$ cat src/rtl/winewhite_bnn1_bnnrom_esx.sv
// Sequential BNN classifier: one hidden neuron per cycle, then one class score per cycle,
// argmax latched into prediction once per reset. Weights come from parameter ROMs.
//
// state | meaning
// HID   | evaluate hidden neuron cnt against W1 row cnt
// CLS   | score class cnt against W2 row cnt, track running argmax
// DONE  | prediction held until the next reset
module winewhite_bnn1_bnnrom_esx #(
  parameter int FEAT_CNT   = 11,
  parameter int FEAT_BITS  = 4,
  parameter int HIDDEN_CNT = 40,
  parameter int CLASS_CNT  = 7,
  parameter int IN_W       = FEAT_CNT * FEAT_BITS,
  parameter int THRESH     = (IN_W + 1) / 2,
  parameter logic [HIDDEN_CNT*IN_W-1:0]      W1_ROM = '0,
  parameter logic [CLASS_CNT*HIDDEN_CNT-1:0] W2_ROM = '0
) (
  input  logic                         clk,
  input  logic                         rst,
  input  logic [IN_W-1:0]              features,
  output logic [$clog2(CLASS_CNT)-1:0] prediction
);

  localparam int CNT_MAX  = (HIDDEN_CNT > CLASS_CNT) ? HIDDEN_CNT : CLASS_CNT;
  localparam int CNT_W    = $clog2(CNT_MAX);
  localparam int MATCH_W  = $clog2(IN_W + 1);
  localparam int SUM_BITS = $clog2(HIDDEN_CNT + 1);
  localparam int IDX_W    = $clog2(CLASS_CNT);
  localparam logic [CNT_W-1:0] HID_LAST = CNT_W'(HIDDEN_CNT - 1);
  localparam logic [CNT_W-1:0] CLS_LAST = CNT_W'(CLASS_CNT - 1);

  typedef enum logic [1:0] {HID, CLS, DONE} state_t;

  state_t                state, state_nxt;
  logic [CNT_W-1:0]      cnt, cnt_nxt;
  logic [HIDDEN_CNT-1:0] hidden, hidden_nxt;
  logic [SUM_BITS-1:0]   best_score, best_score_nxt;
  logic [IDX_W-1:0]      best_idx, best_idx_nxt, prediction_nxt;

  logic [IN_W-1:0]       w1_row, xnor1;
  logic [HIDDEN_CNT-1:0] w2_row, xnor2;
  logic [MATCH_W-1:0]    match;
  logic [SUM_BITS-1:0]   score;
  logic                  fire;
  logic                  take;
  logic [IDX_W-1:0]      cand_idx;

  // Row reads are guarded so the counter range of the other phase never indexes past a ROM.
  always_comb begin
    w1_row = '0;
    if (int'(cnt) < HIDDEN_CNT) w1_row = W1_ROM[int'(cnt)*IN_W +: IN_W];
    xnor1 = ~(features ^ w1_row);
    match = '0;
    for (int i = 0; i < IN_W; i++) match = match + MATCH_W'(xnor1[i]);
    fire = (int'(match) >= THRESH);
  end

  always_comb begin
    w2_row = '0;
    if (int'(cnt) < CLASS_CNT) w2_row = W2_ROM[int'(cnt)*HIDDEN_CNT +: HIDDEN_CNT];
    xnor2 = ~(hidden ^ w2_row);
    score = '0;
    for (int i = 0; i < HIDDEN_CNT; i++) score = score + SUM_BITS'(xnor2[i]);
    take     = (cnt == '0) || (score > best_score);
    cand_idx = take ? IDX_W'(cnt) : best_idx;
  end

  always_comb begin
    state_nxt      = state;
    cnt_nxt        = cnt;
    hidden_nxt     = hidden;
    best_score_nxt = best_score;
    best_idx_nxt   = best_idx;
    prediction_nxt = prediction;
    case (state)
      HID: begin
        for (int j = 0; j < HIDDEN_CNT; j++)
          if (int'(cnt) == j) hidden_nxt[j] = fire;
        if (cnt == HID_LAST) begin
          cnt_nxt   = '0;
          state_nxt = CLS;
        end else begin
          cnt_nxt = cnt + 1'b1;
        end
      end
      CLS: begin
        if (take) begin
          best_score_nxt = score;
          best_idx_nxt   = IDX_W'(cnt);
        end
        if (cnt == CLS_LAST) begin
          prediction_nxt = cand_idx;
          state_nxt      = DONE;
        end else begin
          cnt_nxt = cnt + 1'b1;
        end
      end
      DONE:    state_nxt = DONE;
      default: state_nxt = DONE;
    endcase
  end

  always_ff @(posedge clk or negedge rst) begin
    if (!rst) begin
      state      <= HID;
      cnt        <= '0;
      hidden     <= '0;
      best_score <= '0;
      best_idx   <= '0;
      prediction <= '0;
    end else begin
      state      <= state_nxt;
      cnt        <= cnt_nxt;
      hidden     <= hidden_nxt;
      best_score <= best_score_nxt;
      best_idx   <= best_idx_nxt;
      prediction <= prediction_nxt;
    end
  end

endmodule

$ cat config.mk
export PLATFORM = sky130hd
export DESIGN_NAME = winewhite_bnn1_bnnrom_esx
export DESIGN_NICKNAME = d
export VERILOG_FILES = /design/src/rtl/winewhite_bnn1_bnnrom_esx.sv
export SDC_FILE = /design/constraint.sdc
export NUM_CORES = 1
export LEC_CHECK = 0
export ABC_AREA = 1
export BUFFER_PORTS_ARGS = -buffer_cell sky130_fd_sc_hd__buf_2
export CORE_MARGIN = 1
export CORE_UTILIZATION = 35
export DETAILED_ROUTE_END_ITERATION = 8
export GPL_ROUTABILITY_DRIVEN = 0
export PLACE_DENSITY = 0.6
export SYNTH_ARGS = -nofsm -noshare
export SYNTH_HDL_FRONTEND = slang
export SYNTH_SLANG_ARGS = --single-unit
$ cat constraint.sdc
create_clock -name clk -period 8 [get_ports clk]
set_clock_uncertainty 0.1 [all_clocks]
set_input_delay 0.8 -clock clk [delete_from_list [all_inputs] [get_ports clk]]
set_output_delay 0.8 -clock clk [all_outputs]
set_load 0.02 [all_outputs]
Word level (Yosys, flattened, before mapping)
Index checks and enable logic that the tools add are counted.
- flip-flop bits (word level): 60
- bits in latches: 0
- bits in writable memories: 0
- ROM bits: 0
- input bits: 46
- output and inout port bits: 3
- word-level logic and storage cells: 243
- memories: 0
- add/sub/neg operators: 83
- $mul: 2
- div/mod/pow operators: 0
- $lt $le $gt $ge: 4
- equal/unequal tests: 45
- shift-type cells: 2
- muxes and demuxes: 9
- bitwise operators: 4
- reductions and logical operators: 49
- operators with widths (cell ; number):
    $shiftx 1760x13->44 const A ; 1
    $add 6x1->6 ; 72
    $shiftx 280x13->40 const A ; 1
    $eq 6x6->1 const B ; 25
    $reduce_and 2->1 ; 44
    $eq 6x5->1 const B ; 8
    $mux 44 ; 1
    $not 44->44 ; 1
    $xor 44x44->44 ; 1
    $mux 40 ; 1
    $not 40->40 ; 1
    $xor 40x40->40 ; 1
    $eq 6x4->1 const B ; 4
    $eq 6x3->1 const B ; 3
    $add 5x1->6 ; 2
    $logic_not 6->1 ; 2
    $mux 6 ; 2
    $pmux 6 s2 ; 1
    $add 4x1->5 ; 2
    $mul 6x4->10 const B ; 1
    $mul 6x3->9 const B ; 1
    $add 3x1->4 ; 2
    $add 2x1->3 ; 2
    $add 6x1->6 const B ; 1
    other kinds (14) ; 18

Depth between registers and ports, before layout
- depth in word-level cells: 49
- gate-level depth with buffers: 28
- mapped depth without buffers: 27

Least setup slack after synthesis
Ideal clock, no wire load.
- kind: reg-to-reg
- start: register hidden[11]
- end: register best_idx[2]
- arrival: 6015 ps
- setup slack: 1767 ps
- cell stages (with the launch flop): 28
- path buffers: 1
- period minus slack after synthesis: 6233 ps
- path through: dfrtp_1 -> fa_1 -> inv_1 -> fa_1 -> inv_1 -> fa_1 -> fa_1 -> fa_1 -> inv_1 -> fa_1 -> fa_1 -> ha_1 -> fa_1 -> a21oi_1 -> o21bai_1 -> xnor2_1 -> inv_1 -> ha_1 -> nand2_1 -> nor2_1 -> nand2_1 -> nand3_1 -> nand2_1 -> nand2_4 -> nand2_4 -> buf_6 -> nand2_1 -> o21ai_2
- word-level cells in the longest chain between the ends: 34
- ends and longest elaborated chain (item ; RTL line ; text):
    start, declared ; 36 ; logic [HIDDEN_CNT-1:0] hidden, hidden_nxt;
    start signal, assigned ; 114 ; hidden <= hidden_nxt;
    $xor 40x40->40 ; 61 ; xnor2 = ~(hidden ^ w2_row);
    $not 40->40 ; 61 ;
    $add 6x1->6 (29 in series) ; 63 ; for (int i = 0; i < HIDDEN_CNT; i++) score = score + SUM_BITS'(xnor2[i]);
    via score[4] ; 43 ; logic [SUM_BITS-1:0] score;
    $gt 6x6->1 ; 64 ; take = (cnt == '0) || (score > best_score);
    $logic_or 1x1->1 ; 64 ;
    $mux 3 ; - ;
    end signal, assigned ; 116 ; best_idx <= best_idx_nxt;
    end, declared ; 38 ; logic [IDX_W-1:0] best_idx, best_idx_nxt, prediction_nxt;
The timed path passes the listed nets, and every way through them passes these cells.
A chain may end at the register's enable or synchronous reset.

Final worst setup path
- start: register hidden[11]
- end: register best_idx[0]
Same word-level chain as after synthesis.

==> qor.csv <==
stage;metric;value;unit
detailed_routing;routed_wl;10100;um
worst_setup_path;crit_buf_inv;4;
logic_synthesis;ys_warn_count;0;
cells_and_area;final_layout_size_suffix_gt1_share;15.3;%
worst_setup_path;worstPathRequired;8.11;ns
logic_synthesis;synth_most_common_cell;inv_1;
sta;period_minus_slack;6.45;ns
sta;setup_violations;0;
detailed_routing;post-route-drc-count;0;
detailed_routing;vias;3848;
logic_synthesis;syn_area;5370;um2
die;coreArea;14800;um2
global_route;grt_pass1_wl;18300;um
sta;fmax;155;MHz
worst_setup_path;cpPeakStageDelay;0.53;ns
worst_setup_path;cpMaxStageDelayCell;fa_1;
sta;final.setup.tns;0;ns
global_route;track_usage;14.5;%
die;ioPinCount;49;
worst_setup_path;cp_common_cell;fa_1;
logic_synthesis;yosysTopAreaCellShare;28.0;%
worst_setup_path;crit_family;adder cells;
clock_network;clock-sinks;60;
clock_network;cts.clk_slew.worst_paths;0.05;ns
sta;report.final.hold_viol_count;0;
clock_network;clock_path_buffers;2;
logic_synthesis;synth_commonest_cells;inv_1, nand2_1, fa_1;
cells_and_area;antenna-diode-count;0;
global_route;antenna_found_initial;0;
sta;slew_headroom;41.2;%
die;die_x;126;um
cells_and_area;syn2layout_area_growth;13.0;%
sta;period_share;80.6;%
run;maxCapViolCount;0;
clock_network;worstSkewPairLatency;0.33;ns
logic_synthesis;netlist_top_cells_area;dfrtp_1, fa_1, inv_1;
logic_synthesis;synthFlopType;dfrtp_1;
logic_synthesis;yosys.area.top_type;dfrtp_1;
worst_hold_path;min_path_type;flip-flop to flip-flop;
worst_setup_path;crit_type;flip-flop to flip-flop;
worst_setup_path;r2r_cells;26;
detailed_routing;wl_per_cell;11.4;um
die;initial_utilization;36.4;%
detailed_routing;firstDrtPassIters;4;
global_route;grt_pass1_vias;3983;
run_status;status;completed;
logic_synthesis;syn-instance-count;651;
die;die_height;126;um
cells_and_area;n_fill_cell;1474;
clock_network;numCtsBuffers;9;
worst_setup_path;cp_num_cells;26;
worst_setup_path;cp.arrival;6.55;ns
clock_network;post_cts_resized;0;
logic_synthesis;async_reset_ff_share;100;%
global_route;grt_max_degree;61;
worst_hold_path;hold-path-cell-count;2;
detailed_routing;ant_nets;0;
detailed_routing;routed_via_density;4.32;
worst_setup_path;start_kind;flip-flop;
sta;tightest_slew;0.879;ns
global_route;grt_remaining_overflow;0;
logic_synthesis;synth_edf_count;0;
worst_setup_path;crit_path_end_kind;flip-flop;
logic_synthesis;synth_nets;794;
logic_synthesis;yosysUniqueCellTypes;31;
clock_network;cts_tree;yes;
logic_synthesis;ys_ff_latch;60;
sta;drv_slew;0;
logic_synthesis;syn_area_per_cell;8.25;um2
clock_network;htree_levels;3;
sta;rsz0062_at_grt;false;
place;portBuffers;48;
detailed_routing;drt_iter0_drc;178;
place;dp.final_hpwl;8150;um
clock_network;ctsHoldBuffers;0;
die;rows;44;
cells_and_area;fin_nets;846;
worst_setup_path;worstPathMaxFanout;15;
logic_synthesis;seq_area_frac_synth;28.0;%
clock_network;root_buffer;clkbuf_16;
clock_network;post-cts-setup-buffers;0;
die;die_area;15800;um2
## cell families after synthesis
kind of cell | count (synthesis) | synth area share [%]
flops | 60 | 28.0
buf+inv | 198 | 14.6
compound gates | 48 | 5.34
xor+xnor | 5 | 0.816
fa+ha+maj | 97 | 31.8
simple gates | 243 | 19.4
## final timing paths
check                               from       endpoint  slack [ns]
min in group asynchronous            rst     hidden[28]        0.54
max reg2reg                   hidden[11]    best_idx[0]        1.55
max in group asynchronous            rst    best_idx[1]        6.73
min                        best_score[5]  best_score[5]        0.37
max                           hidden[11]    best_idx[0]        1.55
min reg2reg                best_score[5]  best_score[5]        0.37
## layout make-up
type	count	area, um2	area share (%)
clock inverters	1	5.00	0.0825
multi-input cells	393	3080	50.8
well taps	184	230	3.80
inverters	189	709	11.7
clock buffers	14	284	4.68
flip-flops and latches	60	1500	24.8
repair buffers	50	255	4.21
## metrics by stage
stage | utilization, % | setup WS (ns) | hold slack (ns) | std cells | cell area [um2]
5_1_grt | 41.1 | 1.13 | 0.400 | 891 | 6070
2_1_floorplan | - | 1.77 | 0.342 | 651 | 5370
6_report | 41.1 | 1.55 | 0.370 | 891 | 6070
4_1_cts | 41.1 | 1.51 | 0.374 | 891 | 6070
3_5_place_dp | 39.2 | 1.51 | 0.361 | 876 | 5780
3_3_place_gp | 39.2 | 1.59 | 0.362 | 876 | 5780
## worst register-to-register path: stages, from the launching register on
cell and delay (ns):
dfrtp_1 0.39, fa_1 0.53, inv_1 0.05, fa_1 0.47
inv_1 0.05, fa_1 0.47, fa_1 0.49, fa_1 0.51
inv_1 0.05, fa_1 0.49, fa_1 0.42, ha_1 0.23
fa_1 0.40, a21oi_1 0.16, o21bai_1 0.08, xnor2_1 0.21
inv_1 0.07, ha_1 0.27, nand2_1 0.06, nor2_1 0.13
nand2_1 0.07, nand3_1 0.06, nand2_1 0.12, nand2_4 0.13
nand2_4 0.14, nand2_1 0.11, o21ai_2 0.05
## flip-flops by register name, indices dropped and copies added (netlist names)
signal / flops
hidden: 40
best_score: 6
cnt: 6
best_idx: 3
prediction: 3
state: 2
## placed cells by master (no fill, tap or decap), drive strengths merged
| cell | instances |
|---|---|
| clkbuf | 14 |
| o211ai | 1 |
| xor2 | 4 |
| a21oi | 8 |
| o21bai | 2 |
| fa | 66 |
| clkinv | 8 |
| nand2 | 167 |
| a31oi | 1 |
| o21a | 1 |
| ha | 31 |
| nand4 | 1 |
| o22ai | 1 |
| dfrtp | 60 |
| or2 | 1 |
| nor2 | 54 |
| nor3 | 2 |
| nand3 | 18 |
| buf | 50 |
| inv | 182 |
| xnor2 | 1 |
| o21ai | 34 |
## layer usage
layer  vias up  wire length (um)  GRT usage, %
met4         0               201          5.32
met5         -                 0             0
met3        15               224          2.08
li1       1979                 -             -
met2        54              4880          24.7
met1      1800              4840          18.7
Power is not shown: default switching activity piles up to over one toggle a cycle in this logic, so the estimate is an artifact.
